`src/rtl/axis_out_frame_mon.sv`:
```
// AXI-Stream frame monitor: counts a fixed-size frame through a 2-entry skid buffer,
// regenerates end-of-row markers from its own column count and flags upstream tlast errors.
module axis_out_frame_mon #(
  parameter int AXISOUT_DATA_WIDTH = 32,
  parameter int DST_IMG_WIDTH      = 4096,
  parameter int DST_IMG_HEIGHT     = 2160,
  parameter int PIX_PER_BEAT       = 4,
  localparam int ROW_W             = $clog2(DST_IMG_HEIGHT + 1)
) (
  input  logic                            clk,
  input  logic                            rst,
  input  logic                            frame_start,
  input  logic                            s_axis_tvalid,
  output logic                            s_axis_tready,
  input  logic [AXISOUT_DATA_WIDTH-1:0]   s_axis_tdata,
  input  logic                            s_axis_tlast,
  output logic                            m_axis_tvalid,
  input  logic                            m_axis_tready,
  output logic [AXISOUT_DATA_WIDTH-1:0]   m_axis_tdata,
  output logic                            m_axis_tlast,
  output logic [AXISOUT_DATA_WIDTH/8-1:0] m_axis_tkeep,
  output logic                            busy,
  output logic                            frame_done,
  output logic                            err_tlast,
  input  logic                            err_clr,
  output logic [ROW_W-1:0]                row_cnt
);

  localparam int BEATS_PER_ROW = DST_IMG_WIDTH / PIX_PER_BEAT;
  localparam int TOTAL_BEATS   = DST_IMG_HEIGHT * BEATS_PER_ROW;
  localparam int CNT_W         = $clog2(TOTAL_BEATS + 1);
  localparam int COL_W         = (BEATS_PER_ROW > 1) ? $clog2(BEATS_PER_ROW) : 1;

  localparam logic [1:0] ST_IDLE  = 2'd0;
  localparam logic [1:0] ST_RUN   = 2'd1;
  localparam logic [1:0] ST_FLUSH = 2'd2;
  localparam logic [1:0] ST_DONE  = 2'd3;

  logic [1:0]                    state_q, state_d;
  logic [CNT_W-1:0]              in_cnt_q, in_cnt_d;
  logic [CNT_W-1:0]              out_cnt_q, out_cnt_d;
  logic [COL_W-1:0]              col_q, col_d;
  logic [ROW_W-1:0]              row_q, row_d;
  logic [1:0]                    fill_q, fill_d;
  logic                          tready_q, tready_d;
  logic                          err_q, err_d;
  // Entry 0 is the head and drives the output port directly; entry 1 is the skid slot.
  logic [AXISOUT_DATA_WIDTH-1:0] head_data_q, head_data_d, tail_data_q, tail_data_d;
  logic                          head_last_q, head_last_d, tail_last_q, tail_last_d;

  logic       push, pop, in_last;
  logic [1:0] wr_pos;

  assign push    = s_axis_tvalid & tready_q;
  assign pop     = (fill_q != 2'd0) & m_axis_tready;
  assign in_last = (col_q == COL_W'(BEATS_PER_ROW - 1));
  assign wr_pos  = fill_q - {1'b0, pop};

  // NOTE: every variable gets a default at the top of always_comb so that no path
  // leaves it unassigned; an unassigned path would infer a latch.
  always_comb begin
    state_d     = state_q;
    in_cnt_d    = in_cnt_q;
    out_cnt_d   = out_cnt_q;
    col_d       = col_q;
    row_d       = row_q;
    head_data_d = head_data_q;
    head_last_d = head_last_q;
    tail_data_d = tail_data_q;
    tail_last_d = tail_last_q;
    err_d       = err_q & ~err_clr;
    fill_d      = fill_q + {1'b0, push} - {1'b0, pop};

    if (pop) begin
      head_data_d = tail_data_q;
      head_last_d = tail_last_q;
      out_cnt_d   = out_cnt_q + 1'b1;
      if (head_last_q && (row_q != ROW_W'(DST_IMG_HEIGHT))) row_d = row_q + 1'b1;
    end

    if (push) begin
      if (wr_pos == 2'd0) begin
        head_data_d = s_axis_tdata;
        head_last_d = in_last;
      end else begin
        tail_data_d = s_axis_tdata;
        tail_last_d = in_last;
      end
      col_d    = in_last ? '0 : col_q + 1'b1;
      in_cnt_d = in_cnt_q + 1'b1;
      // A mismatch sets the flag even when err_clr is asserted in the same cycle.
      if (s_axis_tlast != in_last) err_d = 1'b1;
    end

    case (state_q)
      ST_IDLE: begin
        if (frame_start) begin
          state_d   = ST_RUN;
          in_cnt_d  = '0;
          out_cnt_d = '0;
          col_d     = '0;
          row_d     = '0;
        end
      end
      ST_RUN: begin
        if (push && (in_cnt_q == CNT_W'(TOTAL_BEATS - 1))) state_d = ST_FLUSH;
      end
      ST_FLUSH: begin
        if ((fill_d == 2'd0) && (out_cnt_d == CNT_W'(TOTAL_BEATS))) state_d = ST_DONE;
      end
      default: state_d = ST_IDLE;
    endcase

    // Registered ready looks at next-cycle occupancy, so m_axis_tready never reaches s_axis_tready combinationally.
    tready_d = (state_d == ST_RUN) && (fill_d < 2'd2);
  end

  // NOTE: the two buffer entries are reset along with the control state because the
  // head entry drives m_axis_tdata, which must read zero out of reset.
  always_ff @(posedge clk) begin
    if (rst) begin
      state_q     <= ST_IDLE;
      in_cnt_q    <= '0;
      out_cnt_q   <= '0;
      col_q       <= '0;
      row_q       <= '0;
      fill_q      <= 2'd0;
      tready_q    <= 1'b0;
      err_q       <= 1'b0;
      head_data_q <= '0;
      head_last_q <= 1'b0;
      tail_data_q <= '0;
      tail_last_q <= 1'b0;
    end else begin
      // NOTE: sequential state uses non-blocking assignments so every register samples
      // the same pre-edge values regardless of statement order.
      state_q     <= state_d;
      in_cnt_q    <= in_cnt_d;
      out_cnt_q   <= out_cnt_d;
      col_q       <= col_d;
      row_q       <= row_d;
      fill_q      <= fill_d;
      tready_q    <= tready_d;
      err_q       <= err_d;
      head_data_q <= head_data_d;
      head_last_q <= head_last_d;
      tail_data_q <= tail_data_d;
      tail_last_q <= tail_last_d;
    end
  end

  assign s_axis_tready = tready_q;
  assign m_axis_tvalid = (fill_q != 2'd0);
  assign m_axis_tdata  = head_data_q;
  assign m_axis_tlast  = head_last_q & (fill_q != 2'd0);
  assign m_axis_tkeep  = '1;
  assign busy          = (state_q != ST_IDLE);
  assign frame_done    = (state_q == ST_DONE);
  assign err_tlast     = err_q;
  assign row_cnt       = row_q;

endmodule

```
`config.mk`:
```
export PLATFORM = sky130hd
export DESIGN_NAME = axis_out_frame_mon
export DESIGN_NICKNAME = d
export VERILOG_FILES = /design/src/rtl/axis_out_frame_mon.sv
export SDC_FILE = /design/constraint.sdc
export NUM_CORES = 1
export LEC_CHECK = 0
export ABC_AREA = 1
export BUFFER_PORTS_ARGS = -buffer_cell sky130_fd_sc_hd__buf_2
export CAP_MARGIN = 5
export CORE_MARGIN = 1.5
export CORE_UTILIZATION = 55
export CTS_BUF_LIST = sky130_fd_sc_hd__clkbuf_8
export DETAILED_ROUTE_END_ITERATION = 12
export PLACE_DENSITY = 0.79
export SKIP_CTS_REPAIR_TIMING = 1
export SYNTH_ARGS = -nofsm -noshare
export SYNTH_HDL_FRONTEND = slang
export SYNTH_SLANG_ARGS = --single-unit
```
`constraint.sdc`:
```
create_clock -name clk -period 5.9 [get_ports clk]
set_input_delay 0.59 -clock clk [delete_from_list [all_inputs] [get_ports clk]]
set_output_delay 0.59 -clock clk [all_outputs]
set_load 0.03 [all_outputs]
```
### Yosys cells after proc, flatten, opt, wreduce, memory -nomap -nowiden

Cells that the tools add are included.

* equality and inequality tests: 9
* magnitude comparators: 1
* shifts and indexed selects: 0
* mux-type cells: 26
* bitwise gates (word level): 6
* add/subtract/negate cells: 7
* div/mod/pow operators: 0
* reduce and logical (&&, ||, !) cells: 10
* multiply operators: 0

Operators by type and width (number)
* 22-bit two-way mux: 6
* 32-bit two-way mux: 3
* 12-bit two-way mux: 4
* 22-bit by 1-bit adder with 22-bit output (second input constant): 2
* 22-bit == test (second input constant): 2
* 10-bit two-way mux: 4
* 12-bit by 1-bit adder with 12-bit output (second input constant): 1
* 12-bit inequality test (second input constant): 1
* 10-bit by 1-bit adder with 10-bit output (second input constant): 1
* 10-bit == test (second input constant): 1
* 2-bit logical NOT: 3
* 2-bit two-way mux: 3
* 2-bit one-hot mux with 3 select lines: 1
* 1-bit two-way mux: 5
* 1-bit AND: 4
* 2-bit by 1-bit == test with 1-bit output (second input constant): 2
* 2-bit == test (second input constant): 2
* 1-bit logical AND: 4
* 2-bit nonzero test: 2
* 2-bit by 1-bit subtractor with 2-bit output: 2
* 2-bit by 1-bit adder with 2-bit output: 1
* 2-bit less-than comparator (second input constant): 1
* 1-bit inverter: 2
* 2-bit AND reduction: 1
* 1-bit inequality test: 1

* bits of input ports: 39
* memory bits (writable): 0
* ROM bits: 0
* latch bits: 0
* memories kept: 0
* flip-flop bits (word level): 138

### Longest topological paths before layout

Gate-level depths: netlist (run 1).

* depth in word-level cells: 9
* depth in mapped cells: 18
* depth with buffers taken out: 17

### Worst setup path before layout (run 1)

Ideal clock, no wire load.

* kind: input to register
* start point: input m_axis_tready
* end point: register state_q[0]
* required time: 5.836 ns
* stages: 17
* path slack: 3.513 ns
* arrival: 2.323 ns
* cell sequence: inv_2 nor2_8 clkbuf_1 ha_1 inv_1 ha_1 inv_1 nand3_1 nor2_1 nand2_1 nor2_1 nand2_1 nor2_1 nand3_1 nor2_1 nor2_1 nor2_1

* longest elaborated chain between the ends: 6

RTL lines
* from (decl): line 18 `input logic m_axis_tready,`
* 1-bit AND: line 55 `assign pop = (fill_q != 2'd0) & m_axis_tready;`
* 2-bit by 1-bit subtractor with 2-bit output: line 72 `fill_d = fill_q + {1'b0, push} - {1'b0, pop};`
* net fill_d[0]: line 44 `logic [1:0] fill_q, fill_d;`
* 2-bit logical NOT: line 109 `if ((fill_d == 2'd0) && (out_cnt_d == CNT_W'(TOTAL_BEATS))) state_d = ST_DONE;`
* 1-bit logical AND: line 109
* 2-bit two-way mux: line 109
* 2-bit one-hot mux with 3 select lines: line 95 `case (state_q)`
* to (signal assigned): line 137 `state_q <= state_d;`
* to (decl): line 39 `logic [1:0] state_q, state_d;`

The timed path passes the listed nets, and every way through them passes these cells.
A chain may end at the register's enable or synchronous reset.

### Worst setup path in the final report (run 1)

* start point: register fill_q[0]
* end point: register tail_data_q[29]

* longest elaborated chain between the ends: 6

RTL lines
* from (decl): line 44
* from (signal assigned): line 142 `fill_q <= fill_d;`
* 2-bit nonzero test: line 55
* 1-bit AND: line 55
* 2-bit by 1-bit subtractor with 2-bit output *: line 57 `assign wr_pos = fill_q - {1'b0, pop};`
* 2-bit logical NOT *: line 82 `if (wr_pos == 2'd0) begin`
* 1-bit inverter (no line) *
* 2-bit AND reduction (no line) *
* to (signal assigned): line 147 `tail_data_q <= tail_data_d;`
* to (decl): line 48 `logic [AXISOUT_DATA_WIDTH-1:0] head_data_q, head_data_d, tail_data_q, tail_data_d;`

Mark *: on every way between the ends. The rest lies on a longest branch, timed or not.

==> impl_metrics.yaml, run 1 <==
status:
  status: "finished, final reports clean"
cts:
  h-tree-depth: 4
  cts_tree: "built"
  root_buffer: "clkbuf_8"
  clock-sinks: 138
  cts_buffers: 17
  clock_latency_ns: 0.44
  path_clk_slew_ns: 0.09
  cts_max_path_buffers: 2
grt:
  grt_pass1_vias: 5091
  antenna_found_initial: 0
  grt_pass1_wl_um: 22900
  grt_max_degree: 68
  grt_overflow: 0
  grtUsageTotal_pct: 23.7
drt:
  vias_per_cell: 5.19
  post_drt_wl_per_cell_um: 11.9
  ant_nets: 0
  dr.pass1.iters: 5
  num_vias: 5857
  wl_um: 13500
  drt_iter0_drc: 288
  route.detailed.drc: 0
pwr:
  ir_worst_vdd_v: 0.000297
  power_per_cell_area_mw_per_mm2: 328
  power.total_uw: 2370
  p_leak_uw: 0.00300
sta:
  fin_hold_ws_ns: 0.388
  tns_ns: 0
  finalCritPeriodShare_pct: 42.4
  slew_headroom_pct: 38.4
  hold_viol: 0
  slew_violations: 0
  setup_viol_count_final: 0
  post-route-min-period_ns: 2.50
  rsz0062_at_grt: "no"
  fmax_ghz: 0.400
  layout_setup_ws_ns: 3.40
  worst_pin_slew_ns: 0.918
  skew_ns: 0.0137
worst_setup_path:
  required_ns: 6.20
  reg2reg_slack_ns: 3.40
  r2r_start: "fill_q[0]"
  cp.arrival_ns: 2.80
  crit_type: "flip-flop to flip-flop"
  worstSetupStartpointType: "flip-flop"
  reg2reg_to: "tail_data_q[29]"
  worstPathMaxFanout: 35
  endpoint_kind: "flip-flop"
  r2r_cells: 8
layout:
  syn2layout_area_growth_pct: 14.1
  fillerInstances: 1010
  mostFrequentLayoutCell: "nand2_1"
  multi_input_area_mm2: 0.00311
  final_cells: 1128
  final_cell_mix: "nand2_1, nor2_1, dfxtp_1"
  drive_above_1_share_pct: 15.7
  seqCellArea_mm2: 0.00276
  num-nets-final: 1021
  n_antenna_cell: 0
floorplanning:
  dieArea_mm2: 0.0122
  row_count: 38
  io-pin-count: 93
  chipWidth_um: 110
  start_util_pct: 57.4
  core_area_mm2: 0.0110
  die_height_um: 110
logic_synthesis:
  syn_avg_cell_area_um2: 7.05
  ys_warn_count: 0
  yosys.area.top_type: "dfxtp_1"
  syn_inst: 898
  yosysUniqueCellTypes: 38
  ys_ff_latch: 138
  synth_top_area_share_pct: 43.6
  syn-cell-area_mm2: 0.00633
  synth-edff-count: 0
  synth.area.top_cells: "dfxtp_1, nand2_1, nor2_1"
  yosysSeqAreaShare_pct: 43.6
  async_flop_share_pct: 0
  synth-main-ff-cell: "dfxtp_1"
place:
  pre_cts_slack_ns: 3.04
  hpwlAfterDp_um: 9240
  port_buffers: 88
  place_congestion: 0.840
  dp.cells: 1096
worst_hold_path:
  hp-class: "input pin to flip-flop"
  holdPathEnd: "tail_data_q[24]"
  hp-start: "s_axis_tdata[24]"
  whs_path_depth: 3
run:
  drv_cap: 0
[area by class of cell]
| class | count | share of cell area, % |
|---|---|---|
| Timing Repair Buffer | 92 | 6.51 |
| Multi-Input combinational cell | 642 | 43.1 |
| Inverter | 84 | 4.38 |
| Tap cell | 140 | 2.43 |
| Clock buffer | 18 | 3.43 |
| Clock inverter | 14 | 1.91 |
| Sequential cell | 138 | 38.3 |
[metal layers]
metal  wire [um]  up-vias  track usage (%)  part of all wire [%]
met3         729        8             5.41                   5.4
li1            -     3060                -                     -
met5           0        -                0                     0
met4         101        0             6.23                  0.75
met1        6400     2645             31.2                    47
met2        6240      144             39.2                    46
[sequential cells by signal, indices dropped and copies added, names as in the netlist]
register / count
fill_q: 2
head_last_q: 1
tail_data_q: 32
out_cnt_q: 22
s_axis_tready: 1
m_axis_tdata: 32
in_cnt_q: 22
row_cnt: 12
state_q: 2
tail_last_q: 1
err_tlast: 1
col_q: 10
[metrics by stage]
stage	cell area (um^2)	util, %
2_1_floorplan	6340	-
4_1_cts	7220	65.5
5_1_grt	7220	65.5
6_report	7220	65.5
3_5_place_dp	6840	62.0
3_3_place_gp	6840	62.0
[synthesized netlist by cell type, types with 2 or more instances]
master and number:
nand2_2 7, nand3_1 37, nor2_2 3, xor2_1 14
xnor2_1 6, clkbuf_1 30, nand4_1 9, o21ai_1 5
nor2_1 143, dfxtp_1 138, a21oi_1 45, o21ai_0 85
nand2_1 198, nand3_2 3, nand3b_1 6, or2_2 3
nor3_1 15, ha_1 7, buf_1 3, nor3_2 4
a211oi_1 5, inv_2 2, or2_0 2, nor2_4 4
a31oi_1 29, clkinv_1 4, inv_1 77, buf_4 4
[worst max-delay path by stage]
stage	cells past startpoint	endpoint	slack [ns]	start
final	8	tail_data_q[29]	3.40	fill_q[0]
after detailed placement	17	state_q[0]	3.04	m_axis_tready
after global placement	17	state_q[0]	3.11	m_axis_tready
after global routing	8	tail_data_q[29]	3.05	fill_q[0]
after CTS	8	tail_data_q[29]	3.37	fill_q[0]
after floorplan	17	state_q[0]	3.51	m_axis_tready
[power by group]
part,switching [uW],internal [uW]
Sequential,51.8,1020
Combinational,405,153
Clock,388,353
[critical path, stage by stage (launching register included)]
cell and delay [ns]:
dfxtp_1 0.38, inv_1 0.08, o21ai_1 0.17, inv_1 0.07
nor2_2 0.07, buf_4 0.29, clkinv_1 0.79, o21ai_0 0.42
a21oi_1 0.07
[cells by family after synthesis]
family | Yosys count | synth area share [%]
adders and majority gates | 7 | 1.38
muxes | 1 | 0.158
AOI/OAI and AO/OA | 171 | 14.4
and+or+nand+nor | 439 | 30.2
DFF | 138 | 43.6
buffers and inverters | 121 | 7.43
xor gates and xnor gates | 20 | 2.77
other | 1 | 0.0592
(Power assumes the default switching activity.)
==> run 2: changes to the inputs <==
- ABC_AREA: 1 -> 0
- PLACE_DENSITY: 0.79 -> 0.8
- clock period: 5.9 -> 2.36 ns (I/O delays scaled with it)
==> run 2 against run 1 <==
Flip-flop and latch count unchanged. Non-clock buffer count up 8. Largest power group unchanged. Critical endpoint is now state_q[0]. Maximum frequency up 13%. Synthesized area down 4.6%.
==> impl_metrics.yaml, run 2 <==
logic_synthesis:
  synth-main-ff-cell: "dfxtp_1"
  yosysUniqueCellTypes: 56
  synth.area.mux_share_pct: 0.829
  ys_ff_latch: 138
  syn-cell-area_mm2: 0.00604
  synth_top_family_by_area: "simple AND/OR/NAND/NOR gates"
  yosysSeqAreaShare_pct: 45.7
  syn_inst: 738
  synth_commonest_cells: "nand2_1, dfxtp_1, nor2_1"
  synth-compound-area-share_pct: 11.1
  synth-simple-area-share_pct: 28.1
  syn_avg_cell_area_um2: 8.19
  synth_xor_area_share_pct: 8.78
  yosysMostFrequentCell: "nand2_1"
  synth.area.top_cells: "dfxtp_1, nand2_1, nor2_1"
  ys_warn_count: 0
  yosys.area.top_type: "dfxtp_1"
  synth-edff-count: 0
  synth_adder_area_share_pct: 1.45
  async_flop_share_pct: 0
  synth_top_area_share_pct: 45.7
cts:
  clock_latency_ns: 0.44
  root_buffer: "clkbuf_8"
  clock-sinks: 138
  cts_tree: "built"
  cts_max_path_buffers: 2
  path_clk_slew_ns: 0.08
  h-tree-depth: 4
  cts_buffers: 17
worst_setup_path:
  r2r_start: "fill_q[1]"
  crit_slowest_cell: "dfxtp_1"
  required_ns: 2.74
  crit_type: "flip-flop to flip-flop"
  reg2reg_slack_ns: 0.15
  crit_start: "fill_q[1]"
  crit_end: "state_q[0]"
  cp_cell_sequence: "o21ai_4 -> inv_2 -> ha_1 -> inv_1 -> ha_1 -> xnor3_1 -> nand4_1 -> a21oi_1 -> nand4_1 -> nor4_1 -> a31o_1"
  endpoint_kind: "flip-flop"
  cp.arrival_ns: 2.59
  critPathMaxStageDelay_ns: 0.37
  r2r_cells: 11
  worstPathMaxFanout: 5
  worstSetupStartpointType: "flip-flop"
  reg2reg_to: "state_q[0]"
drt:
  post_drt_wl_per_cell_um: 13.8
  drt_iter0_drc: 340
  wl_um: 13400
  num_vias: 5281
  dr.pass1.iters: 4
  ant_nets: 0
  vias_per_cell: 5.46
  route.detailed.drc: 0
sta:
  fmax_ghz: 0.452
  hold_viol: 0
  finalCritPeriodShare_pct: 93.7
  post-route-min-period_ns: 2.21
  skew_ns: 0.00918
  setup_viol_count_final: 0
  slew_violations: 0
  worst_pin_slew_ns: 0.712
  rsz0062_at_grt: "no"
  tns_ns: 0
  slew_headroom_pct: 52.5
layout:
  final_cell_mix: "nand2_1, dfxtp_1, nor2_1"
  final_cells: 968
  syn2layout_area_growth_pct: 15.8
  mostFrequentLayoutCell: "nand2_1"
  final_core_util_pct: 64.8
  n_antenna_cell: 0
  num-nets-final: 861
  drive_above_1_share_pct: 17.8
floorplanning:
  io-pin-count: 93
  core_area_mm2: 0.0108
  start_util_pct: 56.0
  chipWidth_um: 108
  row_count: 38
  dieArea_mm2: 0.0116
  die_height_um: 108
pwr:
  p_leak_uw: 0.00267
  ir_worst_vdd_v: 0.000742
  power.total_uw: 5730
  power_per_cell_area_mw_per_mm2: 819
grt:
  grt_pass1_wl_um: 22200
  grt_overflow: 0
  grt_pass1_vias: 4979
  grt_max_degree: 71
  antenna_found_initial: 0
  grtUsageTotal_pct: 23.9
place:
  dp.cells: 936
  hpwlAfterDp_um: 8820
  port_buffers: 88
  place_congestion: 0.864
worst_hold_path:
  hp-class: "input pin to flip-flop"
run:
  drv_cap: 0
status:
  status: "finished, final reports clean"
run 2: changes by cell type in the layout (fill, tap and decap cells not counted), moves of 7 or more:
cell      previous run  this run
xor2_1              14        30
inv_1               77        13
o21ai_0             85         5
xnor2_1              6        28
nand2_1            198       160
nor2_1             142       108
a31oi_1             29         1
nor3_1              15         7
and3_1               1        12
nand3_1             37        23
nor4_1               0         7
a311oi_1             0        33
buf_4                4        11
run 2: where the power goes:
group | total, uW | leakage (uW) | internal, uW | switching (uW)
Combinational | 1140 | 0.00135 | 344 | 791
Sequential | 2620 | 0.00112 | 2510 | 115
Clock | 1970 | 0.000202 | 1050 | 921
Total | 5730 | 0.00267 | 3900 | 1830
run 2: area by class of cell:
cell class                 instances  area, um^2
fill                             867        3800
multi-input combinational        546        3060
sequential                       138        2760
timing repair buffer             100         543
clock buffer                      17         234
clock inverter                    15         176
tap                              140         175
inverter                          12        45.0
run 2: cells by family (layout without fill, tap and decap cells):
| group | after synthesis | in the layout |
|---|---|---|
| compound gates | 99 | 99 |
| mux | 5 | 5 |
| buf+inv | 57 | 144 |
| fa+ha+maj | 7 | 7 |
| other cells | 1 | 4 |
| simple gates | 372 | 372 |
| flops | 138 | 138 |
| xor+xnor | 59 | 59 |
run 2: worst min-delay path by stage:
stage | end | slack, ns | startpoint | depth (start not counted)
after global routing | tail_data_q[20] | 0.01 | s_axis_tdata[20] | 3
after detailed placement | tail_data_q[5] | 0.45 | tail_data_q[5] | 2
final | tail_data_q[20] | 0.04 | s_axis_tdata[20] | 3
after CTS | tail_data_q[20] | 0.01 | s_axis_tdata[20] | 3
after floorplan | tail_data_q[0] | 0.37 | s_axis_tdata[0] | 2
after global placement | tail_data_q[26] | 0.44 | tail_data_q[26] | 2
run 2: worst max-delay path: cells and delay by family, from the launching register on:
kind,cells,cell delay [ns]
flip-flops,1,0.37
XOR/XNOR,1,0.25
adder cells (fa/ha/maj),2,0.44
AND/OR/NAND/NOR,3,0.50
buffers and inverters,2,0.09
AO/OA/AOI/OAI,3,0.52
run 2: layer usage:
layer	GRT usage [%]	wire length (um)	share of wire (%)
met4	10.2	140	1.0
met3	6.72	629	4.7
met5	0	0	0
met2	39.1	6600	49
met1	29.5	5980	45
run 2: metrics by stage:
| step | hold slack [ns] | setup slack, ns | area [um^2] |
|---|---|---|---|
| global placement | 0.442 | 0.351 | 6580 |
| global route | 0.0114 | 0.0374 | 6990 |
| finish | 0.0372 | 0.150 | 6990 |
| detailed placement | 0.447 | 0.194 | 6580 |
| floorplan | 0.372 | 0.0270 | 6050 |
| CTS | 0.0113 | 0.178 | 6990 |
